### src/rtl/vga_pkg.sv
// Shared types and defaults for the VGA framebuffer scanout path.
package vga_pkg;

   localparam int unsigned FIFO_DEPTH_DEF = 8;
   localparam int unsigned ADDR_W_DEF     = 24;
   localparam int unsigned PIX_W          = 8;
   localparam int unsigned WORD_W         = 2 * PIX_W;
   localparam int unsigned FRAME_W        = 20;

   typedef enum logic [1:0] {
      S_IDLE,
      S_FETCH,
      S_DONE
   } vga_state_e;

endpackage

### src/rtl/vga_wordfifo.sv
// Single-clock word FIFO; flush overrides push and pop on the same edge.
module vga_wordfifo
   import vga_pkg::*;
#(
   parameter int unsigned DEPTH = FIFO_DEPTH_DEF
) (
   input  logic              i_clk,
   input  logic              i_reset,
   input  logic              i_push,
   input  logic              i_pop,
   input  logic              i_flush,
   input  logic [WORD_W-1:0] i_data,
   output logic              o_full,
   output logic              o_empty,
   output logic [WORD_W-1:0] o_head
);

   localparam int unsigned AW = $clog2(DEPTH);
   localparam logic [AW:0] PTR_ONE = 1;

   logic [WORD_W-1:0] mem_q [DEPTH];
   logic [AW:0]       wr_ptr_q, rd_ptr_q;
   logic              do_push, do_pop;

   // Extra pointer MSB distinguishes full from empty when the indices match.
   assign o_empty = (wr_ptr_q == rd_ptr_q);
   assign o_full  = (wr_ptr_q[AW] != rd_ptr_q[AW]) &&
                    (wr_ptr_q[AW-1:0] == rd_ptr_q[AW-1:0]);
   assign do_push = i_push && !o_full;
   assign do_pop  = i_pop && !o_empty;
   assign o_head  = mem_q[rd_ptr_q[AW-1:0]];

   always_ff @(posedge i_clk) begin
      if (i_reset || i_flush) begin
         wr_ptr_q <= '0;
         rd_ptr_q <= '0;
      end else begin
         if (do_push) wr_ptr_q <= wr_ptr_q + PTR_ONE;
         if (do_pop)  rd_ptr_q <= rd_ptr_q + PTR_ONE;
      end
   end

   always_ff @(posedge i_clk) begin
      if (do_push && !i_flush) mem_q[wr_ptr_q[AW-1:0]] <= i_data;
   end

endmodule

### src/rtl/vga_scanout.sv
// Framebuffer scanout: fetches RGB332 word pairs over wishbone into a FIFO and
// serves one pixel per gated clock, restarting at the frame base on each i_intv.
module vga_scanout
   import vga_pkg::*;
#(
   parameter int unsigned FIFO_DEPTH = FIFO_DEPTH_DEF,
   parameter int unsigned ADDR_W     = ADDR_W_DEF
) (
   input  logic               i_clk,
   input  logic               i_reset,
   input  logic               i_enable,
   input  logic [ADDR_W-1:0]  i_base,
   input  logic [FRAME_W-1:0] i_frame_words,
   input  logic               i_intv,
   input  logic               i_pixGate,
   output logic [PIX_W-1:0]   o_pixData,
   output logic               o_underrun,
   input  logic               i_underrun_clr,
   output logic               o_mem_stb,
   output logic [ADDR_W-1:0]  o_mem_addr,
   input  logic               i_mem_ack,
   input  logic [WORD_W-1:0]  i_mem_dat
);

   localparam logic [ADDR_W-1:0]  ADDR_ONE = 1;
   localparam logic [FRAME_W-1:0] WORD_ONE = 1;

   vga_state_e         state_q, state_d;
   logic [ADDR_W-1:0]  addr_q;
   logic [FRAME_W-1:0] remaining_q;
   logic               stb_q, stb_d;
   logic               sel_q;
   logic               underrun_q;

   logic              restart, accept, pix_pop;
   logic              fifo_full, fifo_empty;
   logic [WORD_W-1:0] fifo_head;

   // A frame start aborts any open cycle; an ack in that cycle is not taken.
   assign restart = i_enable && i_intv;
   assign accept  = stb_q && i_mem_ack && !restart;
   assign pix_pop = i_pixGate && !fifo_empty && sel_q;

   vga_wordfifo #(
      .DEPTH (FIFO_DEPTH)
   ) u_fifo (
      .i_clk   (i_clk),
      .i_reset (i_reset),
      .i_push  (accept),
      .i_pop   (pix_pop),
      .i_flush (restart),
      .i_data  (i_mem_dat),
      .o_full  (fifo_full),
      .o_empty (fifo_empty),
      .o_head  (fifo_head)
   );

   always_ff @(posedge i_clk) begin
      if (i_reset) state_q <= S_IDLE;
      else         state_q <= state_d;
   end

   always_comb begin
      state_d = state_q;
      stb_d   = 1'b0;
      if (restart) begin
         state_d = (i_frame_words == '0) ? S_DONE : S_FETCH;
      end else if (!i_enable) begin
         state_d = S_IDLE;
      end else begin
         case (state_q)
            S_FETCH: begin
               if (accept && remaining_q == WORD_ONE) state_d = S_DONE;
               // Hold the request until acked, then leave one idle cycle.
               stb_d = stb_q ? !i_mem_ack : (!fifo_full && remaining_q != '0);
            end
            default: ;
         endcase
      end
   end

   always_comb begin
      o_mem_stb  = stb_q && !restart;
      o_mem_addr = addr_q;
      o_underrun = underrun_q;
      o_pixData  = '0;
      if (!fifo_empty) o_pixData = sel_q ? fifo_head[WORD_W-1:PIX_W] : fifo_head[PIX_W-1:0];
   end

   always_ff @(posedge i_clk) begin
      if (i_reset) begin
         addr_q      <= '0;
         remaining_q <= '0;
         stb_q       <= 1'b0;
         sel_q       <= 1'b0;
         underrun_q  <= 1'b0;
      end else begin
         stb_q <= stb_d;
         if (restart) begin
            addr_q      <= i_base;
            remaining_q <= i_frame_words;
            sel_q       <= 1'b0;
         end else begin
            if (accept) begin
               addr_q      <= addr_q + ADDR_ONE;
               remaining_q <= remaining_q - WORD_ONE;
            end
            if (i_pixGate && !fifo_empty) sel_q <= !sel_q;
         end
         if (i_pixGate && fifo_empty) underrun_q <= 1'b1;
         else if (i_underrun_clr)     underrun_q <= 1'b0;
      end
   end

endmodule
### config.mk
export PLATFORM = sky130hd
export DESIGN_NAME = vga_scanout
export DESIGN_NICKNAME = d
export VERILOG_FILES = /design/src/rtl/vga_pkg.sv /design/src/rtl/vga_wordfifo.sv /design/src/rtl/vga_scanout.sv
export SDC_FILE = /design/constraint.sdc
export NUM_CORES = 1
export LEC_CHECK = 0
export BUFFER_PORTS_ARGS = -buffer_cell sky130_fd_sc_hd__buf_2
export CAP_MARGIN = 20
export CORE_MARGIN = 2
export CORE_UTILIZATION = 50
export DETAILED_ROUTE_END_ITERATION = 7
export PLACE_DENSITY = 0.7
export SLEW_MARGIN = 40
export SYNTH_ARGS = -nofsm -noshare
export SYNTH_HDL_FRONTEND = slang
export SYNTH_SLANG_ARGS = --single-unit
### constraint.sdc
create_clock -name i_clk -period 6.85 [get_ports i_clk]
set_input_delay 1.37 -clock i_clk [delete_from_list [all_inputs] [get_ports i_clk]]
set_output_delay 1.37 -clock i_clk [all_outputs]
set_load 0.005 [all_outputs]
Yosys cells after proc, flatten, opt, wreduce, memory -nomap -nowiden:

Memories as Yosys holds them, arrays and structs flattened. A register that Yosys moved wholly into a read port is not among the register bits.
Index checks and enable logic that the tools add are counted.

* add/subtract/negate cells: 4
* equal/unequal tests: 7
* mux-type cells: 18
* bitwise gates (word level): 2
* reduce and logical (&&, ||, !) cells: 26

Operator list (count)
* 24-bit 2-to-1 mux: 2
* 20-bit 2-to-1 mux: 2
* 24-bit by 1-bit adder with 24-bit output, second input constant: 1
* 20-bit by 1-bit == test with 1-bit output, second input constant: 1
* 20-bit logical NOT: 1
* 20-bit nonzero test: 1
* 20-bit by 1-bit subtractor with 20-bit output, second input constant: 1
* 8-bit 2-to-1 mux: 2
* 1-bit logical AND: 13
* 2-bit 2-to-1 mux: 5
* 4-bit by 1-bit adder with 4-bit output, second input constant: 2
* 3-bit 2-to-1 mux: 2
* 3-bit by 1-bit != test with 1-bit output, second input constant: 2
* 1-bit logical NOT: 5
* 1-bit 2-to-1 mux: 5
* 4-bit == test: 1
* 2-bit nonzero test: 2
* 4-bit OR reduction: 1
* 3-bit == test: 1
* 2-bit by 1-bit == test with 1-bit output, second input constant: 1
* 1-bit NOT: 2
* 2-bit AND reduction: 1
* 2-bit OR reduction: 1
* 1-bit logical OR: 1
* 1-bit != test: 1

* register bits after elaboration: 57
* memory bits (writable): 128
* bits of input ports: 67
* output and inout port bits: 34
* logic and storage cells: 66
* memories kept: 1

Memories
* u_fifo.mem_q: words 8, bits a word 16, rd ports 1, clocked after memory_dff 1, write ports 1, RTL line vga_wordfifo.sv:21 `logic [WORD_W-1:0] mem_q [DEPTH];`

Logic depth before layout (Yosys ltp):

Gate-level depths: netlist of run 1.

* word-level depth: 8
* mapped depth: 7
* gate-level depth less buffers: 6

Hierarchy:

From an unflattened synthesis of run 1, not the netlist that was laid out.

* cells, all modules: 625
* area total of the unflattened synthesis: 8533.2 um^2

By module, submodules not included
* vga_wordfifo: times used 1, cells each 271, area each 5670.4 um^2, sequential area each 4063.9 um^2
* vga_scanout: times used 1, cells each 354, area each 2862.7 um^2, sequential area each 980.9 um^2

Worst setup path before layout of run 1:

Ideal clock, no wire load.

* path kind: input -> register
* start: input i_intv
* end: memory u_fifo.mem_q[0][0] (netlist bit), enable pin
* setup time: 0.430 ns
* data arrival time: 3.777 ns
* required time: 6.420 ns
* slack: 2.642 ns
* stages on the path: 6
* buffers on the path: 2
* cell sequence: clkbuf_1 > and2_0 > clkbuf_1 > nor2_1 > nand2_1 > nor4_1

* word-level cells in the longest chain between the ends: 7

Ends and longest elaborated chain
* start: declaration: RTL line vga_scanout.sv:14 `input logic i_intv,`
* 1-bit logical AND *: RTL line vga_scanout.sv:40 `assign restart = i_enable && i_intv;`
* 1-bit logical NOT *: RTL line vga_wordfifo.sv:44, vga_scanout.sv:41
* 1-bit logical AND: RTL line vga_scanout.sv:41 `assign accept = stb_q && i_mem_ack && !restart;`
* 1-bit logical AND: RTL line vga_wordfifo.sv:29 `assign do_push = i_push && !o_full;`
* 1-bit logical AND *: RTL line vga_wordfifo.sv:44 `if (do_push && !i_flush) mem_q[wr_ptr_q[AW-1:0]] <= i_data;`
* 1-bit 2-to-1 mux *: RTL line vga_wordfifo.sv:44
* 1-bit 2-to-1 mux (implied by the code) *: RTL line vga_wordfifo.sv:44
* end: declaration: RTL line vga_wordfifo.sv:21

Mark *: on every way between the ends. The rest lies on a longest branch, timed or not.

Worst setup path after layout of run 1:

* start: register u_fifo.wr_ptr_q[1]
* end: output o_pixData[7]

* word-level cells in the longest chain between the ends: 2

Ends and longest elaborated chain
* start: declaration: RTL line vga_wordfifo.sv:22 `logic [AW:0] wr_ptr_q, rd_ptr_q;`
* start signal: assignment: RTL line vga_wordfifo.sv:38 `if (do_push) wr_ptr_q <= wr_ptr_q + PTR_ONE;`
* 4-bit == test: RTL line vga_wordfifo.sv:26 `assign o_empty = (wr_ptr_q == rd_ptr_q);`
* 8-bit 2-to-1 mux: RTL line vga_scanout.sv:87 `if (!fifo_empty) o_pixData = sel_q ? fifo_head[WORD_W-1:PIX_W] : fifo_head[PIX_W-1:0];`
* end: declaration: RTL line vga_scanout.sv:16 `output logic [PIX_W-1:0] o_pixData,`

No other way between the ends.

==> reports/metrics.yaml, run 1 <==
clocking:
  postCtsHoldBufs: 0
  post-cts-setup-buffer-count: 0
  cts.htree.levels: 4
  cts_tree: "built"
  clock_sinks: 188
  max-clock-path-buffers: 2
  cts_buf_count: 17
  ctsResizeCount: 0
  cts.root.buffer_cell: "clkbuf_16"
  worst_skew_pair.late_latency_ns: 0.44
  cts.reportedPaths.clkPinSlew_ns: 0.07
cells_and_area:
  area.growth.synth_to_final_pct: 16.0
  mostFrequentLayoutCell: "edfxtp_1"
  drive_gt1_share_pct: 26.2
  most-common-layout-cells: "edfxtp_1 (128), buf_2 (99), nor2_1 (58), dfxtp_1 (58), mux4_2 (32)"
  antenna_cells_inserted: 0
  finalInstanceArea_mm2: 0.00953
  final_nets: 788
synthesis:
  synth_top_family_by_area: "simple AND/OR/NAND/NOR gates"
  synth_simple_gate_area_share_pct: 13.7
  synth.area.mux_share_pct: 9.14
  synthXorXnorAreaFrac_pct: 2.88
  synth-async-reset-ratio_pct: 0
  synth.lib_cells_used.distinct: 51
  ys.flop_type: "edfxtp_1"
  synth-seq-cells: 188
  syn-mean-instance-area_um2: 13.1
  yosys.area_share.adder_pct: 0.914
  part_of_the_yosys_area_used_for_sequential_elements_pct: 61.4
  synth.net_count: 698
  synthCells: 625
  synth_enable_flop_cells: 128
  synth_compound_gate_area_share_pct: 9.66
  yosysWarnings: 0
  mappedNetlistArea_mm2: 0.00821
route:
  wl_met1_um: 7710
  drcViolationCount: 0
  detail-route-antenna-nets: 0
  routedWlPerCell_um: 19.4
  iteration_0_drc_count_of_the_detailed_router: 393
  drt-total-wl_um: 18300
  avgViaCountPerCell: 6.08
  drt_first_pass_iters: 5
  met3_wire_length_um: 1300
  route.vias.total: 5742
  met2_length_um: 8970
  maxUsedRoutingLayer: "met4"
grt:
  total_global_routing_overflow: 0
  pin_count_of_the_biggest_net_entering_global_routing: 85
  grt_usage_pct: 21.9
  antenna_found_initial: 0
  global_route_wire_length_before_repair_um: 29700
  grt_pass1_vias: 5740
critical_path:
  criticalPathCategory: "reg2out"
  slowest_stage_cell_crit_path: "nor4_2"
  critical_path_origin: "u_fifo.wr_ptr_q[1]"
  crit_path_end_kind: "primary output"
  worst_path_dominant_cell_family: "simple AND/OR/NAND/NOR gates"
  r2r_cells: 5
  crit_cells: 5
  crit_fanout: 10
  startpoint_type: "flop"
  critPathMaxStageDelay_ns: 0.73
  worst_r2r_startpoint: "stb_q"
  required_arrival_time_at_the_worst_endpoint_ns: 5.48
  arrival_ns: 2.49
  critical_path_cell_list: "xor2_1, nor4_2, buf_4, a21oi_1, buf_2"
  crit_buf_inv: 2
sta:
  maxSlewHeadroom_pct: 45.3
  rsz0062_at_grt: "false"
  holdWs_ns: 0.496
  setup_viol: 0
  period_minus_slack_ns: 3.86
  setup_ws_ns: 2.99
  clock-skew-final_ns: 0.0131
  timing.fmax_mhz: 259
  final_min_period_over_clock_period_pct: 56.4
  final_max_slew_viol_count: 0
  finalHoldViolCount: 0
  worst-slew-pin-transition_ns: 0.818
  fin_tns_setup_ns: 0
die:
  chipHeight_um: 132
  io-pin-count: 101
  core_area_mm2: 0.0159
  starting_density_pct: 51.5
  fp.dieArea_mm2: 0.0175
  row_count: 46
  dieWidth_um: 132
placed_design:
  place.gp.congestion: 0.837
  place_hpwl_um: 11900
  place_ws_ns: 2.95
  placement.cell_area_mm2: 0.00896
  number_of_buffers_added_on_ports: 100
power_and_ir_drop:
  vdd_drop_max_uv: 180
  design_power_total_w: 0.00230
  power_per_cell_area_mw_per_mm2: 241
  power.static_leakage_nw: 3.25
run_status:
  run_status: "complete, no violations"
run:
  drv_cap: 0
worst_hold_path:
  holdCritPathClass: "reg2reg"
  holdPathStages: 2
  hold_path.startpoint: "state_q[0]"
-- cell usage after synthesis (all sizes together) (2+ instances only) --
library cell,number,area (um^2)
xor2,15,131
nand3,17,85.1
nor3,8,45.0
ha,6,75.1
buf,7,31.3
or4,9,67.6
a22oi,18,135
or3,15,93.8
dfxtp,60,1200
a21oi,17,85.1
mux2i,3,30.0
nor4,22,138
nand2,26,97.6
nor2b,5,31.3
and2,3,18.8
a31oi,3,18.8
nand3b,3,22.5
nand2b,4,25.0
mux4,32,721
and4,9,78.8
or2,3,18.8
xnor2,12,105
and3,6,37.5
inv,9,33.8
a211oi,24,180
o21ai,16,80.1
edfxtp,128,3840
o41ai,2,17.5
o31ai,7,52.6
a311oi,15,131
nor2,58,218
nor3b,2,15.0
a311o,2,20.0
nand4,15,100
clkbuf,33,125
-- routing by layer --
| metal | global-route usage [%] | vias up |
|---|---|---|
| li1 | - | 2659 |
| met1 | 28.3 | 2834 |
| met2 | 36.0 | 223 |
| met3 | 5.77 | 26 |
| met4 | 7.77 | 0 |
| met5 | 0 | - |
-- worst register-to-register path, stage by stage (launching register included) --
cell and delay (ns):
dfxtp_1 0.50, nand2_1 0.31, nor2_1 0.39, nand3_1 0.22, nor3_4 0.49, buf_8 0.23
-- where the power goes --
group / switching [W] / internal [W] / total, W
clock: 0.000451 / 0.000480 / 0.000931
sequential: 0.0000226 / 0.00123 / 0.00125
combinational: 0.0000685 / 0.0000485 / 0.000117
-- path summary, 6_finish.rpt --
check	slack [ns]	endpoint
setup reg to reg	4.42	u_fifo.mem_q[4][13]
hold / removal	0.50	state_q[0]
setup / recovery	2.99	o_pixData[7]
hold reg to reg	0.50	state_q[0]
-- cells by family (layout without fill, tap and decap cells) --
kind of cell               count (synthesis)  in the layout
DFF                                      188            188
buffers and inverters                     49            152
AOI/OAI and AO/OA                        112            112
xor gates and xnor gates                  27             27
adders and majority gates                  6              6
muxes                                     35             35
and+or+nand+nor                          208            208
-- sequential cells by signal (all words and copies together) (netlist names), named ones only --
register and count:
u_fifo.rd_ptr_q 4, o_underrun 1, state_q 2, o_mem_addr 24, remaining_q 20, u_fifo.wr_ptr_q 4
stb_q 1, sel_q 1, u_fifo.mem_q 128
-- layout make-up --
type / count / area, um^2
well taps: 216 / 270
clock buffers: 18 / 429
inverters: 9 / 33.8
flip-flops and latches: 188 / 5050
fillers: 1291 / 6420
multi-input cells: 388 / 3020
repair buffers: 111 / 593
clock inverters: 14 / 126
-- through the flow --
stage	util [%]	instances
after floorplan	-	625
after global placement	56.1	911
after detailed placement	56.2	912
after CTS	59.7	944
after global routing	59.7	944
final	59.7	944
Power figures use the tool's default switching activity.
==> run 2: changes to the inputs <==
ABC_AREA = 1   (was unset)
clock period = 3.6 ns   (was 6.85 ns; I/O delays follow)
==> reports/metrics.yaml, run 2 <==
run_status:
  run_status: "complete, no violations"
critical_path:
  crit_path_end_kind: "primary output"
  slowest_stage_cell_crit_path: "dfxtp_4"
  critPathMaxStageDelay_ns: 0.59
  crit_fanout: 87
  required_arrival_time_at_the_worst_endpoint_ns: 2.88
  critical_path_cell_list: "buf_12, a21oi_1, o21ai_0, nand2_1, o21ai_0, nand2_1, nand2_1, nor2_1, buf_2"
  startpoint_type: "flop"
  crit_buf_inv: 2
  cell_mode_on_critical_path: "nand2_1"
  worst_path_dominant_cell_family: "flip-flops"
  criticalPathCategory: "reg2out"
  arrival_ns: 2.26
clocking:
  post-cts-setup-buffer-count: 0
  cts_tree: "built"
  ctsResizeCount: 0
  max-clock-path-buffers: 2
  cts.htree.levels: 4
  clock_sinks: 188
  worst_skew_pair.late_latency_ns: 0.44
  postCtsHoldBufs: 0
  cts.root.buffer_cell: "clkbuf_16"
  cts.reportedPaths.clkPinSlew_ns: 0.07
  cts_buf_count: 17
cells_and_area:
  area.growth.synth_to_final_pct: 14.8
  layout.filler_cells: 1575
  drive_gt1_share_pct: 15.6
  finalCoreUtilization_pct: 58.2
  antenna_cells_inserted: 0
  flip_flop_count_of_the_largest_register_all_copies_and_words_added: 128
  mostFrequentLayoutCell: "nand2_1"
  finalInstanceArea_mm2: 0.0104
  final_nets: 1202
  most-common-layout-cells: "nand2_1 (207), inv_1 (150), edfxtp_1 (128), buf_2 (100), a21oi_1 (89)"
placed_design:
  number_of_buffers_added_on_ports: 100
  placement.cell_area_mm2: 0.00984
  place_ws_ns: 1.05
  place_hpwl_um: 14000
  place.gp.congestion: 0.883
die:
  fp.dieArea_mm2: 0.0193
  starting_density_pct: 50.7
  core_area_mm2: 0.0179
  dieWidth_um: 139
  chipHeight_um: 139
  row_count: 49
  io-pin-count: 101
grt:
  antenna_found_initial: 1
  grt_pass1_vias: 6699
  global_route_wire_length_before_repair_um: 33800
  total_global_routing_overflow: 0
  grt_usage_pct: 22.0
  pin_count_of_the_biggest_net_entering_global_routing: 88
synthesis:
  synth_area_leader_cell: "edfxtp_1"
  synth_enable_flop_cells: 128
  part_of_the_yosys_area_used_for_sequential_elements_pct: 55.6
  synthCells: 1035
  synth.lib_cells_used.distinct: 39
  syn-mean-instance-area_um2: 8.77
  synth.top_cells.by_count: "nand2_1 (207), inv_1 (150), edfxtp_1 (128)"
  yosysWarnings: 0
  synth-seq-cells: 188
  yosys.cell_count.top_type: "nand2_1"
  synth.net_count: 1108
  synth_top_area_share_pct: 42.3
  synth-async-reset-ratio_pct: 0
  mappedNetlistArea_mm2: 0.00908
  synth_area_leaders: "edfxtp_1 (42%), dfxtp_1 (13%), nand2_1 (8.6%), inv_1 (6.2%), a21oi_1 (4.9%)"
  ys.flop_type: "edfxtp_1"
power_and_ir_drop:
  power.sequential.fraction_pct: 51.9
  switching_share_pct: 23.5
  vdd_drop_max_uv: 394
  net-switching-power_w: 0.00107
  p_int_w: 0.00348
  power_per_cell_area_mw_per_mm2: 436
  p_clk_share_pct: 41.4
  combPwrFrac_pct: 6.8
  power.static_leakage_nw: 4.15
sta:
  final_min_period_over_clock_period_pct: 82.8
  clock-skew-final_ns: 0.00831
  maxSlewHeadroom_pct: 50.9
  fin_tns_setup_ns: 0
  final_max_slew_viol_count: 0
  setup_viol: 0
  worst-slew-pin-transition_ns: 0.736
  timing.fmax_mhz: 335
  rsz0062_at_grt: "false"
  period_minus_slack_ns: 2.98
  finalHoldViolCount: 0
  setup_ws_ns: 0.619
run:
  drv_cap: 0
route:
  drcViolationCount: 0
  avgViaCountPerCell: 5.29
  iteration_0_drc_count_of_the_detailed_router: 462
  detail-route-antenna-nets: 0
  drt-total-wl_um: 21100
  route.vias.total: 7253
  routedWlPerCell_um: 15.4
  drt_first_pass_iters: 4
worst_hold_path:
  holdCritPathClass: "reg2reg"
==> run 2: changes by cell type after synthesis, moves of 18 or more <==
cell      before  now
nand2_1       26  207
inv_1          9  150
a21oi_1       17   89
nand3_1       17   72
o21ai_0       16   65
mux4_2        32    0
nor2_1        58   85
o211ai_1       1   25
a211oi_1      24    1
nor4_1        22    1
buf_2          4   23
a22oi_1       18    0
clkbuf_1      32   14
==> run 2: path summary, 6_finish.rpt <==
check	endpoint	from	slack (ns)	cells past startpoint
min	o_underrun	o_underrun	0.47	2
max	o_pixData[2]	flop	0.62	9
min reg2reg	o_underrun	o_underrun	0.47	2
max reg2reg	u_fifo.mem_q[2][13]	u_fifo.wr_ptr_q[1]	1.53	8
==> run 2: final cells by class <==
cell class | count | area (um^2) | share of cell area, %
Clock buffer | 17 | 425 | 4.08
Clock inverter | 15 | 164 | 1.57
Inverter | 154 | 578 | 5.54
Multi-Input combinational cell | 649 | 3250 | 31.2
Sequential cell | 188 | 5050 | 48.5
Tap cell | 229 | 287 | 2.75
Timing Repair Buffer | 119 | 668 | 6.41
==> run 2: worst reg2reg max path, stage by stage, from the launching register on <==
cell and delay (ns):
dfxtp_1 0.37, inv_1 0.16, nand2_1 0.07, nand4_1 0.11
nor2_1 0.06, nand2_2 0.12, nand3_1 0.21, nor2_1 0.32
buf_4 0.32
==> run 2: power by group through the flow <==
stage	clock network [W]	registers, W	logic, W
2_1_floorplan	0	0.00240	0.000189
3_3_place_gp	0	0.00241	0.000301
3_5_place_dp	0	0.00241	0.000306
4_1_cts	0.00190	0.00236	0.000308
5_1_grt	0.00199	0.00236	0.000349
6_report	0.00188	0.00236	0.000309
==> run 2: cells by family after synthesis <==
| logic type | after synthesis | synth area share (%) |
|---|---|---|
| xor+xnor | 24 | 2.40 |
| simple gates | 402 | 19.1 |
| buf+inv | 198 | 8.75 |
| flops | 188 | 55.6 |
| compound gates | 217 | 13.4 |
| fa+ha+maj | 6 | 0.827 |
==> run 2: through the flow <==
step	hold slack, ns	power (W)	cells
CTS	0.478	0.00457	1371
global route	0.523	0.00470	1371
finish	0.474	0.00455	1371
detailed placement	0.467	0.00271	1339
floorplan	0.447	0.00259	1035
global placement	0.451	0.00271	1339
==> run 2: routing by layer <==
metal  vias up  GRT usage (%)  share of wire, %
met5         -              0             0.062
met4         2           6.59               1.2
met3        22           4.32               5.5
met2       202           37.4                49
met1      3385           28.8                44
li1       3642              -                 -
==> run 3: changes to the inputs <==
ABC_AREA = 0   (was 1)
clock period = 3.1 ns   (was 3.6 ns; I/O delays follow)
==> reports/metrics.yaml, run 3 (same netlist as run 1, synthesis figures left out) <==
run_status:
  run_status: "complete, no violations"
route:
  detail-route-antenna-nets: 0
  drt_first_pass_iters: 5
  met2_length_um: 9210
  drt-total-wl_um: 18500
  route.vias.total: 5769
  drcViolationCount: 0
  routedWlPerCell_um: 19.4
  avgViaCountPerCell: 6.05
  maxUsedRoutingLayer: "met4"
  iteration_0_drc_count_of_the_detailed_router: 313
  met3_wire_length_um: 1300
  wl_met1_um: 7850
sta:
  setup_viol: 0
  rsz0062_at_grt: "false"
  fin_tns_setup_ns: 0
  final_min_period_over_clock_period_pct: 93.9
  final_max_slew_viol_count: 0
  maxSlewHeadroom_pct: 46.9
  finalHoldViolCount: 0
  timing.fmax_mhz: 344
  worst-slew-pin-transition_ns: 0.793
  period_minus_slack_ns: 2.91
  clock-skew-final_ns: 0.0181
worst_hold_path:
  hold_path.startpoint: "i_base[15]"
  holdCritPathClass: "in2reg"
  holdPathStages: 3
clocking:
  clock_sinks: 188
  ctsResizeCount: 0
  worst_skew_pair.late_latency_ns: 0.44
  post-cts-setup-buffer-count: 0
  cts.root.buffer_cell: "clkbuf_16"
  cts.htree.levels: 4
  cts_tree: "built"
  postCtsHoldBufs: 0
  cts.reportedPaths.clkPinSlew_ns: 0.08
  max-clock-path-buffers: 2
  cts_buf_count: 17
grt:
  grt_usage_pct: 21.7
  total_global_routing_overflow: 0
  antenna_found_initial: 0
  grt_pass1_vias: 5714
  pin_count_of_the_biggest_net_entering_global_routing: 53
  global_route_wire_length_before_repair_um: 29600
cells_and_area:
  mostFrequentLayoutCell: "edfxtp_1"
  layout.filler_cells: 1254
  finalCoreUtilization_pct: 60.5
  drive_gt1_share_pct: 26.8
  multi_input_area_mm2: 0.00302
  flip_flop_count_of_the_largest_register_all_copies_and_words_added: 128
  final_nets: 798
  register_cell_area_after_layout_mm2: 0.00505
  most-common-layout-cells: "edfxtp_1 (128), buf_2 (100), dfxtp_1 (59), nor2_1 (58), mux4_2 (32)"
  final_cell_count_without_fillers: 954
  area.growth.synth_to_final_pct: 17.5
  antenna_cells_inserted: 0
die:
  fp.dieArea_mm2: 0.0175
  dieWidth_um: 132
  starting_density_pct: 51.5
  row_count: 46
  chipHeight_um: 132
  io-pin-count: 101
  core_area_mm2: 0.0159
critical_path:
  crit_cells: 5
  critical_path_cell_list: "xor2_1, nor4_2, buf_4, a21oi_1, buf_2"
  required_arrival_time_at_the_worst_endpoint_ns: 2.48
  startpoint_type: "flop"
  reg2reg_slack_ns: 0.86
  arrival_ns: 2.29
  critPathMaxStageDelay_ns: 0.59
  crit_fanout: 10
  crit_path_end_kind: "primary output"
  slowest_stage_cell_crit_path: "dfxtp_1"
  criticalPathCategory: "reg2out"
  worst_path_dominant_cell_family: "flip-flops"
  worst_r2r_startpoint: "remaining_q[7]"
  r2r_cells: 4
  crit_buf_inv: 2
  critical_path_origin: "u_fifo.wr_ptr_q[1]"
power_and_ir_drop:
  power_per_cell_area_mw_per_mm2: 539
  power.static_leakage_nw: 3.33
  vdd_drop_max_uv: 424
placed_design:
  number_of_buffers_added_on_ports: 100
  place_hpwl_um: 12400
  numPlacedInstances: 922
  place.gp.congestion: 0.826
run:
  drv_cap: 0
## run 3: changes by cell type in the layout (fill, tap and decap cells not counted), moves of 18 or more
cell      before  now
nand3_1       72   17
o21ai_0       65   16
nand2_1      207   25
nor2_1        84   58
a22oi_1        0   18
a211oi_1       1   24
a21oi_1       89   17
mux4_2         0   32
o211ai_1      25    1
inv_1        150    9
nor4_1         1   20
## run 3: worst paths after layout
kind | end
max reg2reg | remaining_q[13]
min | o_mem_addr[15]
min reg2reg | state_q[0]
max | o_pixData[7]
## run 3: through the flow
step | total power, W | cell area (um^2) | worst slack [ns] | hold slack [ns]
floorplan | 0.00295 | 8220 | 0.0411 | 0.444
global placement | 0.00306 | 9060 | 0.670 | 0.462
detailed placement | 0.00307 | 9060 | 0.617 | 0.478
CTS | 0.00523 | 9650 | 0.186 | 0.430
global route | 0.00536 | 9650 | 0.0432 | 0.456
finish | 0.00520 | 9650 | 0.189 | 0.445
## run 3: where the power goes
group	internal, W	leakage, nW	total (W)	switching (W)
combinational	0.000111	1.39	0.000261	0.000150
clock	0.00116	0.292	0.00218	0.00102
sequential	0.00271	1.64	0.00276	0.0000492
## run 3: final cells by class
type | instances | share of cell area [%]
Tap cell | 216 | 2.80
Sequential cell | 188 | 52.3
Timing Repair Buffer | 121 | 7.08
Multi-Input combinational cell | 388 | 31.3
Clock inverter | 14 | 1.70
Clock buffer | 18 | 4.45
Inverter | 9 | 0.350
## run 3: per-layer routing
metal,global-route usage (%),up-vias
li1,-,2691
met1,28.1,2833
met2,36.2,227
met3,5.81,18
met4,6.03,0
met5,0,-
## run 3: worst register-to-register path, cell delays in order, from the launching register on
cell and delay [ns]:
dfxtp_1 0.36, nor4_1 0.59, nand4_1 0.43, or4_1 0.51
a311oi_1 0.26
